<file path="src/rtl/pipeline_ctrl.sv">
// pipeline_ctrl: merges stage stall requests and sequences exception/ERET and branch-mispredict flushes.
module pipeline_ctrl #(
  parameter logic [31:0] EXC_VECTOR = 32'hBFC00380,
  parameter int          STALL_W    = 5
) (
  input  logic               clk,
  input  logic               rst,
  input  logic               stallreq_if,
  input  logic               stallreq_id,
  input  logic               stallreq_ex,
  input  logic               stallreq_mem,
  input  logic               mem_busy_i,
  input  logic               exception_i,
  input  logic               eret_i,
  input  logic               exception_first_inst_i,
  input  logic [31:0]        epc_i,
  input  logic               bp_flush_i,
  input  logic [31:0]        bp_target_i,
  output logic [STALL_W-1:0] stall_o,
  output logic               flush_o,
  output logic               flush_cause_o,
  output logic               exception_first_inst_o,
  output logic [31:0]        new_pc_o
);
  typedef enum logic [1:0] {IDLE, EXC_WAIT, FLUSH} state_t;
  state_t      state_q, state_d;
  logic        br_pending_q, br_pending_d;
  logic [31:0] br_target_q, br_target_d;
  logic [31:0] target_q, target_d;
  logic        cause_q, cause_d;
  logic        first_q, first_d;
  logic [STALL_W-1:0] stall_idle;
  assign stall_idle = {1'b0, stallreq_mem, stallreq_mem | stallreq_ex,
                       stallreq_mem | stallreq_ex | stallreq_id,
                       stallreq_mem | stallreq_ex | stallreq_id | stallreq_if};
  assign stall_o = state_q == EXC_WAIT ? '1 : state_q == FLUSH ? '0 : stall_idle;
  assign flush_o = state_q == FLUSH;
  assign flush_cause_o = cause_q;
  assign exception_first_inst_o = first_q;
  assign new_pc_o = target_q;
  always_comb begin
    state_d      = state_q;
    br_pending_d = br_pending_q;
    br_target_d  = br_target_q;
    target_d     = target_q;
    cause_d      = cause_q;
    first_d      = first_q;
    if (state_q == IDLE) begin
      if (exception_i || eret_i) begin
        // exception outranks a simultaneous eret, so the vector wins
        target_d     = exception_i ? EXC_VECTOR : epc_i;
        first_d      = exception_first_inst_i;
        cause_d      = 1'b1;
        br_pending_d = 1'b0;
        state_d      = mem_busy_i ? EXC_WAIT : FLUSH;
      end else if (bp_flush_i || br_pending_q) begin
        if (!stall_idle[2]) begin
          cause_d      = 1'b0;
          target_d     = bp_flush_i ? bp_target_i : br_target_q;
          br_pending_d = 1'b0;
          state_d      = FLUSH;
        end else if (bp_flush_i && !br_pending_q) begin
          br_pending_d = 1'b1;
          br_target_d  = bp_target_i;
        end
      end
    end else if (state_q == EXC_WAIT) begin
      state_d = mem_busy_i ? EXC_WAIT : FLUSH;
    end else begin
      state_d = IDLE;
    end
  end
  always_ff @(posedge clk or negedge rst) begin
    if (!rst) begin
      state_q      <= IDLE;
      br_pending_q <= 1'b0;
      br_target_q  <= '0;
      target_q     <= '0;
      cause_q      <= 1'b0;
      first_q      <= 1'b0;
    end else begin
      state_q      <= state_d;
      br_pending_q <= br_pending_d;
      br_target_q  <= br_target_d;
      target_q     <= target_d;
      cause_q      <= cause_d;
      first_q      <= first_d;
    end
  end
endmodule

</file>
<file path="config.mk">
export PLATFORM = sky130hd
export DESIGN_NAME = pipeline_ctrl
export DESIGN_NICKNAME = d
export VERILOG_FILES = /design/src/rtl/pipeline_ctrl.sv
export SDC_FILE = /design/constraint.sdc
export NUM_CORES = 1
export LEC_CHECK = 0
export ABC_AREA = 1
export CORE_MARGIN = 2
export CORE_UTILIZATION = 34
export DETAILED_ROUTE_END_ITERATION = 12
export PLACE_DENSITY = 0.58
export SYNTH_ARGS = -nofsm -noshare
export SYNTH_HDL_FRONTEND = slang
export SYNTH_SLANG_ARGS = --single-unit
</file>
<file path="constraint.sdc">
create_clock -name clk -period 3.2 [get_ports clk]
set_input_delay 0.64 -clock clk [delete_from_list [all_inputs] [get_ports clk]]
set_output_delay 0.64 -clock clk [all_outputs]
set_load 0.1 [all_outputs]
</file>
-- After elaboration in Yosys (flattened, before gate mapping)
Index checks and enable logic that the tools add are counted.
- bits in registers: 69
- latch bits: 0
- RAM bits: 0
- bits in read-only memories: 0
- input port bits: 75
- output and inout bits: 40
- word-level logic and storage cells: 47
- memories kept: 0
- add/subtract/negate cells: 0
- multiply operators: 0
- divide/modulo/power cells: 0
- $lt $le $gt $ge: 0
- equal/unequal tests: 6
- shift operators: 0
- muxes and demuxes: 20
- bitwise operators: 4
- reduce and logical (&&, ||, !) cells: 11
- operators with widths (operator ; number):
    two-way mux 32 bit ; 5
    two-way mux 2 bit ; 6
    two-way mux 1 bit ; 7
    != test 3 x 1 -> 1 bit (second input constant) ; 2
    AND reduction 3 bit ; 2
    two-way mux 5 bit ; 1
    AND reduction 5 bit ; 1
    two-way mux 4 bit ; 1
    AND reduction 2 bit ; 2
    != test 3 x 2 -> 1 bit (second input constant) ; 1
    bitwise OR 1 bit ; 3
    == test 2 x 1 -> 1 bit (second input constant) ; 1
    == test 2 bit (second input constant) ; 1
    logical NOT 2 bit ; 1
    logical OR 1 bit ; 2
    != test 2 x 1 -> 1 bit (second input constant) ; 1
    nonzero test 2 bit ; 1
    logical AND 1 bit ; 1
    logical NOT 1 bit ; 1
    inverter 1 bit ; 1

-- Depth between registers and ports, before layout
Gate-level depths: netlist of run 1.
- word-level depth: 6
- gate-level depth with buffers: 8
- mapped depth without buffers: 7

-- Worst setup path after synthesis of run 1
OpenSTA, ideal clock, no wires.
- path type: register to output
- from: register state_q[1]
- to: output port stall_o[0]
- arrival time: 3.484 ns
- data required time: 2.560 ns
- setup slack: -0.924 ns
- stages on the path, launching flop included: 4
- path buffers: 0
- path through: dfrtp_1 -> inv_1 -> nor2_1 -> o21ai_0
- word-level cells in the longest chain between the ends: 3
- elaborated cells on any way between the ends: 4
- those cells by class: 2 x eq/ne; 2 x mux
- RTL lines (item ; RTL line ; RTL):
    from (decl) ; 26 ; state_t state_q, state_d;
    from (signal assigned) ; 82 ; state_q <= state_d;
    == test 2 bit ; -- ;
    named net flush_o ; 20 ; output logic flush_o,
    two-way mux 4 bit ; 36 ; assign stall_o = state_q == EXC_WAIT ? '1 : state_q == FLUSH ? '0 : stall_idle;
    two-way mux 5 bit ; 36 ;
    to (decl) ; 19 ; output logic [STALL_W-1:0] stall_o,
The timed path passes the listed nets, and every way through them passes these cells.

-- Worst setup path after layout of run 1
- from: input port stallreq_mem
- to: output port stall_o[0]
- word-level cells in the longest chain between the ends: 5
- RTL lines (item ; RTL line ; RTL):
    from (decl) ; 11 ; input logic stallreq_mem,
    bitwise OR 1 bit (3 in a row) ; 35 ; stallreq_mem | stallreq_ex | stallreq_id | stallreq_if};
    two-way mux 4 bit ; 36 ;
    two-way mux 5 bit ; 36 ;
No other way between the ends.

==> impl_summary.md, run 1 <==
Worst setup path
Across all register-to-register paths, the minimum setup slack is around 1600 ps. In this run the worst path has a maximum fanout of 3. The number of cells traversed by the worst register-to-register path is 6.

The critical path goes through clkdlybuf4s50_1 -> inv_1 -> nand2_1 -> nor3_1 -> o21ai_1 -> buf_12. The critical path's top delay family is buffers and inverters. The startpoint identified for the worst register-to-register timing path is state_q[0]. The endpoint identified for the worst register-to-register timing path is br_target_q[10].

In this design, the stage delay of the slowest critical-path cell is ~460 ps. STA classifies the critical path startpoint as an input pin. The data required time of the worst path is approximately 2600 ps. STA classifies the critical path endpoint as a primary output. The class of the most critical setup path is input pin to primary output. Together, buffers and inverters on the worst path number 3.

The instance count on the critical path is 6. The endpoint of the most critical setup path is stall_o[0]. The most critical setup path has its startpoint at stallreq_mem.

The data arrival at the endpoint of the critical path is 1850 ps. The critical-path cell with the highest stage delay is sky130_fd_sc_hd__clkdlybuf4s50_1.

Global routing
The number of global-route vias before repair is between 3000 and 4000. Entering global routing, the biggest net connects 70 pins. The number of antenna violations at the first check in global routing is 0.

The first-pass GRT wire length is between 15000 and 20000 um. In the global route stage, overall resource usage came out at 0.199. The global route total overflow is 0.

Route
In this run the remaining antenna-violating nets after routing total 0. After detailed routing, the number of remaining DRC violations is 0. After the first detailed-routing iteration, the DRC count stood at about 240. For this block, the routed nets add up to around 11000 um of wire. The number of detailed-routing iterations run before antenna repair is 4. The average wire per standard cell is roughly 14 um. Summing over every cut layer, the via total after detailed routing is 3646. Dividing the detail-routed via count by the number of cells gives 4.50.

Hold path
The class of the tightest hold or removal check is input pin to asynchronous set/reset pin.

Synth
After synthesis, the share of cell area in mux cells is 0. Of the total synthesized cell area, the portion taken by XOR and XNOR cells is 0. The total of warnings raised by yosys is 0. The netlist uses 19 different library cells.

The synthesized instance count is approximately 560. The share of the Yosys chip area taken by registers is 0.459. In this run the cell area of the synthesized design comes to around 0.0038 sq mm.

After synthesis, the mean cell area works out to ~6.7 sq um. Of the total synthesized cell area, the portion taken by AND, OR, NAND and NOR gates is 0.359. The compound-cell area share of the yosys netlist is 0.0685. The post-synthesis adder-cell area fraction is 0. By area, the combinational part of the netlist is dominated by simple AND/OR/NAND/NOR gates. The number of nets in the synthesized netlist is 633. Counting flops and latches in the post-synthesis netlist gives ~70.

Run
The max capacitance violation total is 0.

Final layout
In the final layout, the multi-input gates occupy about 0.0016 sq mm. Counting the fill cells in the layout gives roughly 1100. The number of nets in the layout is about 740. The number of antenna repair diodes is 0. The area growth from synthesis to layout is 38.6%. The sequential cells in the finished layout cover a total of around 0.0017 sq mm. The proportion of layout cells with a drive suffix above 1 is 0.116. The final cell count without fillers is 811. The finished cells cover 0.00521 sq mm.

Clock tree
The root cell of the clock tree is sky130_fd_sc_hd__clkbuf_8. The setup fix buffers added after clock tree synthesis is 0. Post-CTS repair changed the size of 0 cells. Counting the buffers created by CTS gives 9. In this run the number of H-tree levels came out at 3. The clock net in this run drives a total of 69 sinks. The count of hold buffers inserted by post-cts repair is 0. The clock-pin slew on the worst setup and hold paths is approximately 70 ps. The clock passes through at most 2 buffers. The clock latency on the worst-skew pair is approximately 360 ps.

The clock tree from TritonCTS is built.

Floorplan
After floorplanning, the core was sized to cover 0.0108 sq mm. The die outline width is approximately 110 um. The die boundary height is 109 um.

The cell row count is 38. The initial utilization of the core area, before any placement, comes to 0.348. For this design the top-level I/O count stands at around 120. The floorplan step defined a die boundary enclosing about 0.012 sq mm.

Pwr
The power density over cell area is 820 mW/mm^2. Across the VDD grid, the largest voltage drop is roughly 0.43 mV. The total leakage power is 2.85 nW.

Placed design
After legalization and detailed placement, the total HPWL measured a little under 8000 um. The placed cell area is about 0.0050 sq mm. Routability-driven placement finished with a final weighted congestion of around 0.81.

The instance count after placement with tap cells included is ~800. During placement, the flow inserted port buffers numbering between 100 and 150.

STA
The count of endpoints failing hold in the final timing report is 0. The worst max-slew margin expressed relative to the limit is 0.388. Setup repair after global routing left no endpoint under its margin. The aggregate negative setup slack is 0 ps. The final count of pins violating max slew was 0. The clock skew after layout is roughly 7.8 ps. The fmax is ~0.4 GHz. For the pin with the worst max-slew slack, the measured transition is just over 900 ps. The final number of setup-violating endpoints is 0. In the finished design, the share of the clock period the worst path needs comes to 0.779. The final critical delay including setup and external delays is ~2500 ps.

Status
The flow ran to the end, and the final reports show no timing, DRC or antenna violations.
[where the power goes]
part	leakage, nW	switching [mW]	internal (mW)	total, mW
Clock	0.126	0.355	0.562	0.917
Sequential	0.873	0.167	1.19	1.35
Combinational	1.86	1.52	0.490	2.01
[how the worst min path moves through the flow]
stage / startpoint / end / depth (start not counted)
after floorplan: rst / br_pending_q / 0
final: rst / exception_first_inst_o / 1
after detailed placement: new_pc_o[9] / new_pc_o[9] / 2
after global routing: rst / br_target_q[7] / 1
after global placement: exception_first_inst_o / exception_first_inst_o / 2
after CTS: rst / new_pc_o[19] / 1
[cell usage after synthesis]
cell                       number  share of area
sky130_fd_sc_hd__a21oi_1       14          0.019
sky130_fd_sc_hd__a31oi_1        1         0.0017
sky130_fd_sc_hd__buf_2         15          0.020
sky130_fd_sc_hd__buf_6          3         0.0090
sky130_fd_sc_hd__clkbuf_1      11          0.011
sky130_fd_sc_hd__dfrtp_1       69           0.46
sky130_fd_sc_hd__inv_1         74          0.074
sky130_fd_sc_hd__nand2_1      287           0.29
sky130_fd_sc_hd__nand2_2        1         0.0017
sky130_fd_sc_hd__nand2_4        1         0.0030
sky130_fd_sc_hd__nand3_1       33          0.044
sky130_fd_sc_hd__nand3_2        1         0.0027
sky130_fd_sc_hd__nand3b_2       1         0.0030
sky130_fd_sc_hd__nor2_1         6         0.0060
sky130_fd_sc_hd__nor2_2         1         0.0017
sky130_fd_sc_hd__nor2_4         3         0.0090
sky130_fd_sc_hd__nor3_1         1         0.0013
sky130_fd_sc_hd__o21ai_0       35          0.047
sky130_fd_sc_hd__o22ai_1        1         0.0017
[registers in the layout, indices dropped and copies added, names as in the netlist]
| register | cells |
|---|---|
| br_pending_q | 1 |
| new_pc_o | 32 |
| br_target_q | 32 |
| flush_cause_o | 1 |
| exception_first_inst_o | 1 |
| state_q | 2 |
[routing by layer]
metal,part of all wire,track usage
met5,0,0
met1,0.45,0.256
met3,0.063,0.0353
met2,0.48,0.335
met4,0.0093,0.0741
[kinds of logic after synthesis]
family                 Yosys count
and+or+nand+nor                335
DFF                             69
AOI/OAI and AO/OA               51
buffers and inverters          103
[per-stage QoR]
stage | setup slack [ps] | utilization | hold slack, ps | total power [mW]
floorplan | 212 | - | 344 | 2.85
global placement | 729 | 0.459 | 462 | 3.36
detailed placement | 702 | 0.459 | 467 | 3.39
CTS | 698 | 0.483 | 451 | 4.32
global route | 617 | 0.483 | 487 | 4.53
finish | 707 | 0.483 | 392 | 4.28
[cell usage in the layout (no fill, tap or decap), drive strengths merged]
cell type	n
a21oi	14
a31oi	1
buf	53
bufinv	3
clkbuf	11
clkdlybuf4s50	73
clkinv	1
clkinvlp	1
dfrtp	69
inv	74
nand2	289
nand3	34
nand3b	1
nor2	10
nor3	1
o21ai	35
o22ai	1
[area by class of cell]
class | count | area share
Tap cell | 140 | 0.0336
Clock inverter | 5 | 0.0204
Multi-Input combinational cell | 386 | 0.309
Sequential cell | 69 | 0.331
Clock buffer | 11 | 0.0290
Inverter | 74 | 0.0533
Timing Repair Buffer | 126 | 0.224
Note: power is estimated with default switching activity, not from simulation.
==> inputs of run 2 (changes only) <==
==> constraint.sdc (replaced) <==
create_clock -name clk -period 2.3 [get_ports clk]
set_input_delay 0.46 -clock clk [delete_from_list [all_inputs] [get_ports clk]]
set_output_delay 0.46 -clock clk [all_outputs]
set_load 0.1 [all_outputs]
==> run 2 against run 1 <==
Non-clock buffer count rose by 2. Clock skew down 2.2 ps. Worst setup slack lost 500 ps.
==> impl_summary.md, run 2 (synthesis results as in run 1) <==
Route
Dividing the detail-routed via count by the number of cells gives 4.62. The number of nets still failing antenna checks after routing is 0. In the final routed layout, each cell accounts on average for roughly 14 um. The count of routing violations after the opening detailed-route iteration is 181. In the routed design, unresolved DRC markers number 0. The via total after detailed routing is 3752. The post-detailed-routing wire length is around 11000 um. Before antenna repair, the detailed router went through 5 iterations.

Final layout
The number of antenna repair diodes is 0. The number of nets in the layout is about 740. Leaving out fill and tap cells, the most frequent cells in the layout are 287 x sky130_fd_sc_hd__nand2_1, 74 x sky130_fd_sc_hd__inv_1, 73 x sky130_fd_sc_hd__clkdlybuf4s50_1.

Compared with the post-synthesis result, the final layout area differs by 38.8%. The total area of multi-input combinational cells is 0.00162 sq mm. Leaving out fill and tap cells, the most frequent cell in the layout is sky130_fd_sc_hd__nand2_1.

Of the cells placed in the final design, the portion with a size suffix greater than 1 is 0.116. The final cell count without fillers is roughly 810. The filler cell count is between 1000 and 1500. The sequential cell area in the final layout is about 0.0017 sq mm.

Floorplan
The cell row count is 38. The placeable core region is between 0.01 and 0.015 sq mm. The initial standard-cell utilization of the core is 0.348.

Measured along the y axis, the die boundary spans 109 um. For this design the top-level I/O count stands at 115. The area of the die is 0.0119 sq mm. From left edge to right edge, the die measures about 110 um.

Clock tree
Clock tree synthesis selected as its root buffer the cell sky130_fd_sc_hd__clkbuf_8. The clock latency on the worst-skew pair is 340 ps. The number of H-tree levels is 3. The count of hold buffers inserted by post-cts repair is 0. After clock tree synthesis, the setup repair step added 0 buffers. The TritonCTS sink count is 69. The number of buffers created by CTS is 9. TritonCTS built the clock tree. After clock tree synthesis, the clock-pin slew on the worst setup and hold paths is around 70 ps.

The number of buffers on the longest clock path is 2. In this run, post-CTS repair resized a total of 0 instances.

Placed design
The last weighted congestion value of the routability-driven placer is around 0.82. Detailed placement finished with a half-perimeter wire length of ~7800 um. In this run the tool buffered the top-level ports with 114 buffer cells. The instance count after placement with tap cells included is 797.

STA
The part of the cycle the worst path needs is 0.911. Subtracting the final worst setup slack from the clock period gives 2100 ps. The worst pin sits at a relative slew slack of 0.458. The count of endpoints failing hold in the final timing report is 0. The fmax is roughly 0.48 GHz. Hold is met by 99.6 ps.

Setup repair after global routing left no endpoint under its margin. The transition at the pin with the smallest max-transition slack is just over 800 ps. The final number of setup-violating endpoints is 0. The final count of pins violating max slew is 0. The clock skew after layout is 5.65 ps.

Worst setup path
The critical path contains buffers and inverters numbering 3 combined. The timing startpoint of the critical path is stallreq_mem. The startpoint kind of the worst setup timing path is an input pin.

The data arrival at the endpoint of the critical path is approximately 1600 ps. The critical path's top delay family is buffers and inverters. The largest stage delay on the critical path is ~460 ps. The critical-path cell with the highest stage delay is sky130_fd_sc_hd__clkdlybuf4s50_1. The number of cells traversed by the worst register-to-register path is 5.

The end of the worst register-to-register path is new_pc_o[18]. The class of the most critical setup path is input pin to primary output. The maximum fanout count along the critical path is 3. The critical path goes through clkdlybuf4s50_1 -> inv_1 -> nand2_1 -> nor2_1 -> a21oi_1 -> buf_12. The critical path runs through a total of 6 cells.

The data required time of the worst path is between 1500 and 2000 ps. The endpoint type of the worst setup path is a primary output. In this run the critical register-to-register path is launched from state_q[1]. The worst setup slack for register-to-register paths is approximately 600 ps.

Global routing
The number of antenna violations at the first check in global routing is 0. The number of global-route vias before repair was between 3000 and 4000. Across every metal layer, demand over resource in global routing totals 0.207. Global routing finished with a remaining overflow of 0. The first-pass GRT wire length is 18900 um. The largest net degree at the start of global routing is 43.

Pwr
The total leakage power is ~2.9 nW. The total power consumption of the routed design is between 5 and 6 mW. Dividing total power by cell area gives a power density of 1080 mW/mm^2. The worst supply voltage drop on vdd is between 0.4 and 0.5 mV.

Run
Across the run, the number of max-cap violations was 0.

Hold path
The path class of the tightest hold or removal check is input pin to asynchronous set/reset pin.

Status
The run finished with clean final reports.
[run 2: cell types whose count changed in the layout (fill, tap and decap cells not counted), moves of 2 or more]
cell / before / now
sky130_fd_sc_hd__buf_12: 3 / 8
sky130_fd_sc_hd__bufinv_16: 3 / 0
sky130_fd_sc_hd__buf_4: 50 / 47
sky130_fd_sc_hd__clkbuf_1: 0 / 2
[run 2: where the power goes]
group	total [mW]	internal (mW)	switching [mW]
Clock	0.924	0.474	0.450
Sequential	1.88	1.65	0.228
Combinational	2.84	0.721	2.12
[run 2: routing by layer]
metal	vias up	track usage	wire length, um
met5	-	0	0
met3	16	0.0341	652
met4	0	0.0750	192
met2	121	0.354	5530
met1	1719	0.264	4940
li1	1896	-	-
[run 2: worst max path at each step]
stage                   endpoint  slack, ps
finish                stall_o[1]        200
global route          stall_o[0]        140
CTS                   stall_o[1]        190
detailed placement  new_pc_o[18]         60
global placement    br_pending_q        130
floorplan             stall_o[1]       -340
[run 2: per-stage QoR]
stage	cell area [sq um]	util	setup WS, ps	TNS [ps]
after detailed placement	5040	0.467	63.0	0
after global placement	5040	0.467	134	0
after floorplan	3770	-	-335	-891
after global routing	5220	0.484	140	0
final	5220	0.484	204	0
after CTS	5220	0.484	191	0
[run 2: cell type report]
type	instances	share of cell area
multi-input combinational	386	0.310
clock buffer	14	0.0331
timing repair buffer	128	0.238
inverter	74	0.0532
clock inverter	1	0.000959
sequential	69	0.331
tap	140	0.0335
